[src/rtl/cpu_imem_loader.sv]
// Boot-time instruction memory loader: takes a length-prefixed, checksummed byte stream
// from the host, packs it little-endian into 32-bit words and holds the CPU until it verifies.
module cpu_imem_loader #(
    parameter int TIMEOUT_CYCLES = 1024,
    parameter int MAX_WORDS      = 16384
) (
    input  logic        clk,
    input  logic        rst_n,
    input  logic        start,
    input  logic        in_valid,
    input  logic [7:0]  in_data,
    output logic        in_ready,
    output logic [15:0] imem_addr,
    output logic        imem_wrt_en,
    output logic [31:0] imem_wrt_data,
    output logic        cpu_hold,
    output logic        load_done,
    output logic        load_err
);

    localparam int            TW       = $clog2(TIMEOUT_CYCLES + 1);
    localparam logic [TW-1:0] TMO_LAST = TW'(TIMEOUT_CYCLES - 1);
    localparam logic [16:0]   MAX_LEN  = 17'(MAX_WORDS);

    typedef enum logic [2:0] {
        IDLE,
        LEN_LO,
        LEN_HI,
        PAYLOAD,
        WRITE,
        CKSUM,
        DONE,
        ERR
    } state_t;

    state_t        state;
    logic [15:0]   len;
    logic [15:0]   word_idx;
    logic [1:0]    byte_idx;
    logic [7:0]    checksum;
    logic [TW-1:0] tmo_cnt;
    logic [23:0]   packer;

    logic          xfer;
    logic [15:0]   len_next;
    logic [15:0]   word_next;

    assign xfer      = in_valid & in_ready;
    assign len_next  = {in_data, len[7:0]};
    assign word_next = word_idx + 16'd1;

    // The fourth byte bypasses the packer so the word is ready on the strobe cycle right after it.
    always_ff @(posedge clk or negedge rst_n) begin
        if (!rst_n) begin
            state         <= IDLE;
            in_ready      <= 1'b0;
            imem_addr     <= '0;
            imem_wrt_en   <= 1'b0;
            imem_wrt_data <= '0;
            cpu_hold      <= 1'b1;
            load_done     <= 1'b0;
            load_err      <= 1'b0;
            len           <= '0;
            word_idx      <= '0;
            byte_idx      <= '0;
            checksum      <= '0;
            tmo_cnt       <= '0;
            packer        <= '0;
        end else begin
            imem_wrt_en <= 1'b0;
            case (state)
                IDLE, DONE, ERR: begin
                    if (start) begin
                        state     <= LEN_LO;
                        in_ready  <= 1'b1;
                        load_done <= 1'b0;
                        load_err  <= 1'b0;
                        cpu_hold  <= 1'b1;
                        word_idx  <= '0;
                        byte_idx  <= '0;
                        checksum  <= '0;
                        tmo_cnt   <= '0;
                        packer    <= '0;
                    end
                end

                LEN_LO, LEN_HI, PAYLOAD, CKSUM: begin
                    if (!xfer) begin
                        if (tmo_cnt == TMO_LAST) begin
                            state    <= ERR;
                            in_ready <= 1'b0;
                            load_err <= 1'b1;
                        end else begin
                            tmo_cnt <= tmo_cnt + 1'b1;
                        end
                    end else begin
                        tmo_cnt <= '0;
                        case (state)
                            LEN_LO: begin
                                len[7:0] <= in_data;
                                state    <= LEN_HI;
                            end
                            LEN_HI: begin
                                len[15:8] <= in_data;
                                if ({1'b0, len_next} > MAX_LEN) begin
                                    state    <= ERR;
                                    in_ready <= 1'b0;
                                    load_err <= 1'b1;
                                end else if (len_next == 16'd0) begin
                                    state <= CKSUM;
                                end else begin
                                    state <= PAYLOAD;
                                end
                            end
                            PAYLOAD: begin
                                checksum <= checksum + in_data;
                                byte_idx <= byte_idx + 2'd1;
                                case (byte_idx)
                                    2'd0: packer[7:0]   <= in_data;
                                    2'd1: packer[15:8]  <= in_data;
                                    2'd2: packer[23:16] <= in_data;
                                    default: begin
                                        state         <= WRITE;
                                        in_ready      <= 1'b0;
                                        imem_wrt_en   <= 1'b1;
                                        imem_addr     <= {word_idx[13:0], 2'b00};
                                        imem_wrt_data <= {in_data, packer};
                                    end
                                endcase
                            end
                            CKSUM: begin
                                in_ready <= 1'b0;
                                if (in_data == checksum) begin
                                    state     <= DONE;
                                    load_done <= 1'b1;
                                    cpu_hold  <= 1'b0;
                                end else begin
                                    state    <= ERR;
                                    load_err <= 1'b1;
                                end
                            end
                            default: ;
                        endcase
                    end
                end

                WRITE: begin
                    word_idx <= word_next;
                    in_ready <= 1'b1;
                    state    <= (word_next == len) ? CKSUM : PAYLOAD;
                end

                default: begin
                    state    <= IDLE;
                    in_ready <= 1'b0;
                end
            endcase
        end
    end

endmodule

[config.mk]
export PLATFORM = sky130hd
export DESIGN_NAME = cpu_imem_loader
export DESIGN_NICKNAME = d
export VERILOG_FILES = /design/src/rtl/cpu_imem_loader.sv
export SDC_FILE = /design/constraint.sdc
export NUM_CORES = 1
export LEC_CHECK = 0
export CORE_MARGIN = 1.5
export CORE_UTILIZATION = 29
export DETAILED_ROUTE_END_ITERATION = 8
export SYNTH_ARGS = -nofsm -noshare
export SYNTH_HDL_FRONTEND = slang
export SYNTH_SLANG_ARGS = --single-unit
export TNS_END_PERCENT = 20
[constraint.sdc]
create_clock -name clk -period 2.7 [get_ports clk]
set_input_delay 0.81 -clock clk [delete_from_list [all_inputs] [get_ports clk]]
set_output_delay 0.81 -clock clk [all_outputs]
set_load 0.005 [all_outputs]
* Word level (Yosys, flattened, before mapping) *
Index checks and enable logic that the tools add are counted.
Widths: inputs -> output; s select.

word-level totals
  register bits after elaboration = 131
  bits of input ports = 12
  output and inout bits = 53
  logic and storage cells = 130

operators by class
  $add $sub $neg = 4
  order comparisons = 1
  eq/ne operators = 28
  muxes and demuxes = 57
  bitwise logic cells = 2
  reduce and logical (&&, ||, !) cells = 21

operators by type and width
  cell                   count
  $mux 24                3
  $mux 8                 6
  $pmux 24 s2            1
  $mux 11                3
  $pmux 16 s2            1
  $reduce_and 5->1       5
  $pmux 11 s2            1
  $mux 1                 21
  $mux 3                 7
  $add 16x1->16 const B  1
  $eq 16x16->1           1
  $gt 16x15->1 const B   1
  $logic_not 16->1       1
  $mux 16                1
  $ne 4x4->1 const B     4
  $pmux 8 s2             1
  $eq 3x3->1 const B     4
  $pmux 3 s4             1
  $reduce_and 4->1       3
  $add 11x1->11 const B  1
  $eq 11x10->1 const B   1
  $ne 2x2->1 const B     5
  $pmux 3 s3             1
  $reduce_and 3->1       3
  other kinds (24)       36

* Depth between registers and ports, before layout *
  depth in word-level cells = 6
  depth in mapped cells = 9
  mapped depth without buffers = 8

* Least setup slack after synthesis *
OpenSTA, ideal clock, no wires.

  path kind = input-to-reg
  start = input in_data[1]
  end = register checksum[7]
  library setup time = 0.087 ns
  arrival time = 2.321 ns
  data required time = 2.613 ns
  path slack = 0.292 ns
  stages = 7
  buffers on the path = 0
  path through = ha_1 -> a21o_1 -> a21oi_1 -> o211ai_1 -> and3_1 -> or4_1 -> o211ai_1

on the way
  word-level cells in the longest chain between the ends = 4

RTL lines
  element               line  RTL
  from (decl)           11    input logic [7:0] in_data,
  $add 8x8->8           116   checksum <= checksum + in_data;
  $mux 8                98    case (state)
  $mux 8                88    if (!xfer) begin
  $pmux 8 s2            71    case (state)
  to (signal assigned)  116
  to (decl)             40    logic [7:0] checksum;

No other way between the ends. The select of a mux whose other input is x is not followed.
A chain may end at the register's enable or synchronous reset.

* Final worst setup path *
  start = input in_data[0]
  end = register checksum[6]

The elaborated chain is that of the path after synthesis.

==> results by group <==
Run status
  • Outcome: completed

Yosys
  • Seq cells post-synth: 131
  • Warnings, synthesis: 0
  • Number of flops mapped to enable cells by yosys: 0
  • Syn avg cell area: 11.1 µm²
  • Asr flop ratio synth: 1.00
  • Ys flop type: dfrtp_1
  • Synth Instances: 578
  • Seq/Total Area, Yosys: 0.509
  • Post-synthesis cell type count: 67
  • Synthesized area: 0.00644 mm²

Final layout
  • Ratio of cells with drive above 1 in the final layout: 0.228
  • Design area: 0.00818 mm²
  • Flip-flop and latch area: 0.00328 mm²
  • Most frequent cells in the layout: dfrtp_1 (130), clkdlybuf4s50_1 (61), mux2_2 (57)
  • # fillers: 2137
  • Antenna diodes: 0
  • Multi-input gate area: 0.00288 mm²
  • Area grow syn2layout: 26.9%
  • Most common cell after layout, fill and taps aside: dfrtp_1
  • NumNets Final: 697

Placement
  • Post-DP HPWL: 11.0 mm
  • Gpl congestion: 0.891
  • PortBufs: 62
  • Placed cell areas: 0.00758 mm²
  • Pre-CTS WS: -261 ps

Timing
  • Unrepaired setup endpoints after global routing: false
  • Max-slew violations: 0
  • Final worst path period need: 2540 ps
  • Final Setup Violations: 0
  • Final WS setup: 159 ps
  • Final hold vios: 0
  • Maximum clock frequency: 0.394 GHz
  • Worst-Margin Slew: 687 ps
  • TNS Setup: 0 ps
  • Slew HR: 0.542
  • Maximum clock skew at final layout: 6.72 ps
  • WHS: 347 ps
  • Final Cycle Share: 0.941

Worst setup path
  • R2R cell count: 7
  • Critical path launch point type: input port
  • Arrival time worst endpoint: 2830 ps
  • CP Data Required Time: 2990 ps
  • Worst Setup EP: checksum[6]
  • Reg-to-reg startpoint: word_idx[0]
  • Worst r2r dst: state[2]
  • Critical Path Source: in_data[0]
  • Crit path capture type: flip-flop
  • R2R Setup Slk: 290 ps
  • CP Max Fanout: 2
  • Worst Setup Path Type: input port to flip-flop

Flow run
  • Max-Cap Viols: 0

Die
  • Die area: 0.0231 mm²
  • Ports: 65
  • Initial core utilization: 0.295
  • Core area: 0.0218 mm²
  • Die span in x: 152 µm
  • Chip height: 152 µm
  • Row Count: 54

Global routing
  • Met3 usage: 0.0342
  • Met1 Track Usage GR: 0.195
  • Largest net degree at the start of global routing: 53
  • Grt met2 use: 0.219
  • Global-route wire length before repair: 26.1 mm
  • Most used routing layer: met2
  • Global-route usage over all layers: 0.142
  • Initial antenna violation count: 0
  • Vias in the first global route: 4754
  • GRT overflow: 0

Clock network
  • H-tree depth: 4
  • CTS clk-pin slew, worst paths: 60 ps
  • CTS Buf Count: 17
  • Post-CTS Repair Setup Buffers: 0
  • CTS Hold Bufs: 0
  • Clock sink total: 131
  • CTS tree: built
  • Post-cts sizing count: 0
  • Root Driver: clkbuf_16
  • Clock tree buffer depth: 2
  • Clock Latency Late Sink: 410 ps

Min path
  • HP Class: input port to async pin

Power
  • Total power: 7.03 mW
  • Worst IR Drop VDD: 0.460 mV
  • P_leak: 3.69 nW
  • Cell area power density: 859 mW/mm²

Routing
  • Vias: 4762
  • # DRC: 0
  • WL final: 15.8 mm
  • Vias per cell: 4.94
  • DR iter-0 viols: 240
  • DRT antenna net count: 0
  • Per-cell routed wire length: 16.4 µm
  • TritonRoute pass-1 iters: 5
final cells by class:
type,count,share of cell area
clock buffers,22,0.0604
clock inverters,9,0.0125
inverters,17,0.00780
multi-input cells,395,0.352
flip-flops and latches,131,0.401
well taps,280,0.0428
repair buffers,109,0.124
state kept, by name, indices dropped and copies added (netlist names):
name and count:
state 3, in_ready 1, cpu_hold 1, imem_wrt_data 32
tmo_cnt 11, imem_addr 14, load_done 1, byte_idx 2
packer 24, word_idx 16, len 16, imem_wrt_en 1
load_err 1, checksum 8
critical path, stage by stage:
cell             delay [ps]
clkdlybuf4s50_1         480
ha_1                    260
fa_1                    390
a21o_1                  190
a21oi_1                 190
o21bai_1                 90
a21oi_1                 190
xor2_1                  150
o21ai_0                  90
per-layer routing:
layer / up-vias / share of wire
li1: 2271 / -
met4: 0 / 0.011
met1: 2380 / 0.49
met5: - / 0
met2: 94 / 0.46
met3: 17 / 0.042
report_power, final:
| part | internal [mW] | switching, mW |
|---|---|---|
| combinational | 1.00 | 1.07 |
| sequential | 2.32 | 0.339 |
| clock | 1.47 | 0.834 |
stage by stage:
| step | cells | utilization |
|---|---|---|
| 6_report | 963 | 0.375 |
| 2_1_floorplan | 579 | - |
| 4_1_cts | 963 | 0.375 |
| 3_5_place_dp | 932 | 0.347 |
| 5_1_grt | 963 | 0.375 |
| 3_3_place_gp | 932 | 0.347 |
cells by family after synthesis:
family,share of synthesized area
multiplexers,0.104
flip-flops,0.509
adder cells (fa/ha/maj),0.0284
XOR/XNOR,0.0394
other,0.000582
buffers and inverters,0.0458
AO/OA/AOI/OAI,0.145
AND/OR/NAND/NOR,0.127
cells in the mapped netlist (all sizes together), types with 2 or more instances:
| cell type | number | area share |
|---|---|---|
| ha | 13 | 0.025 |
| nor3 | 13 | 0.013 |
| inv | 17 | 0.0099 |
| a21o | 3 | 0.0035 |
| mux2i | 3 | 0.0047 |
| a22o | 27 | 0.037 |
| buf | 27 | 0.031 |
| xnor2 | 19 | 0.026 |
| o41ai | 3 | 0.0041 |
| or4 | 3 | 0.0041 |
| nand3 | 18 | 0.015 |
| nor2 | 31 | 0.019 |
| o32ai | 2 | 0.0027 |
| dfrtp | 130 | 0.50 |
| o21ai | 48 | 0.037 |
| a31oi | 6 | 0.0058 |
| mux2 | 57 | 0.10 |
| clkbuf | 9 | 0.0052 |
| nand4 | 5 | 0.0095 |
| o22ai | 4 | 0.0039 |
| o2111ai | 2 | 0.0027 |
| o21bai | 2 | 0.0041 |
| nor4 | 9 | 0.013 |
| or3 | 4 | 0.0041 |
| a21oi | 17 | 0.013 |
| and3 | 7 | 0.0068 |
| nand2 | 49 | 0.029 |
| nor2b | 7 | 0.0068 |
| o211ai | 2 | 0.0023 |
| xor2 | 10 | 0.014 |
| o31ai | 11 | 0.014 |
worst min-delay path by stage:
stage               slack [ps]            end  cells past startpoint
global placement           460  imem_addr[11]                      2
detailed placement         470  imem_addr[11]                      2
CTS                        360   imem_addr[6]                      1
floorplan                  450    checksum[6]                      2
global route               390   imem_addr[5]                      1
finish                     350   imem_addr[6]                      1
Note: power is estimated with default switching activity, not from simulation.
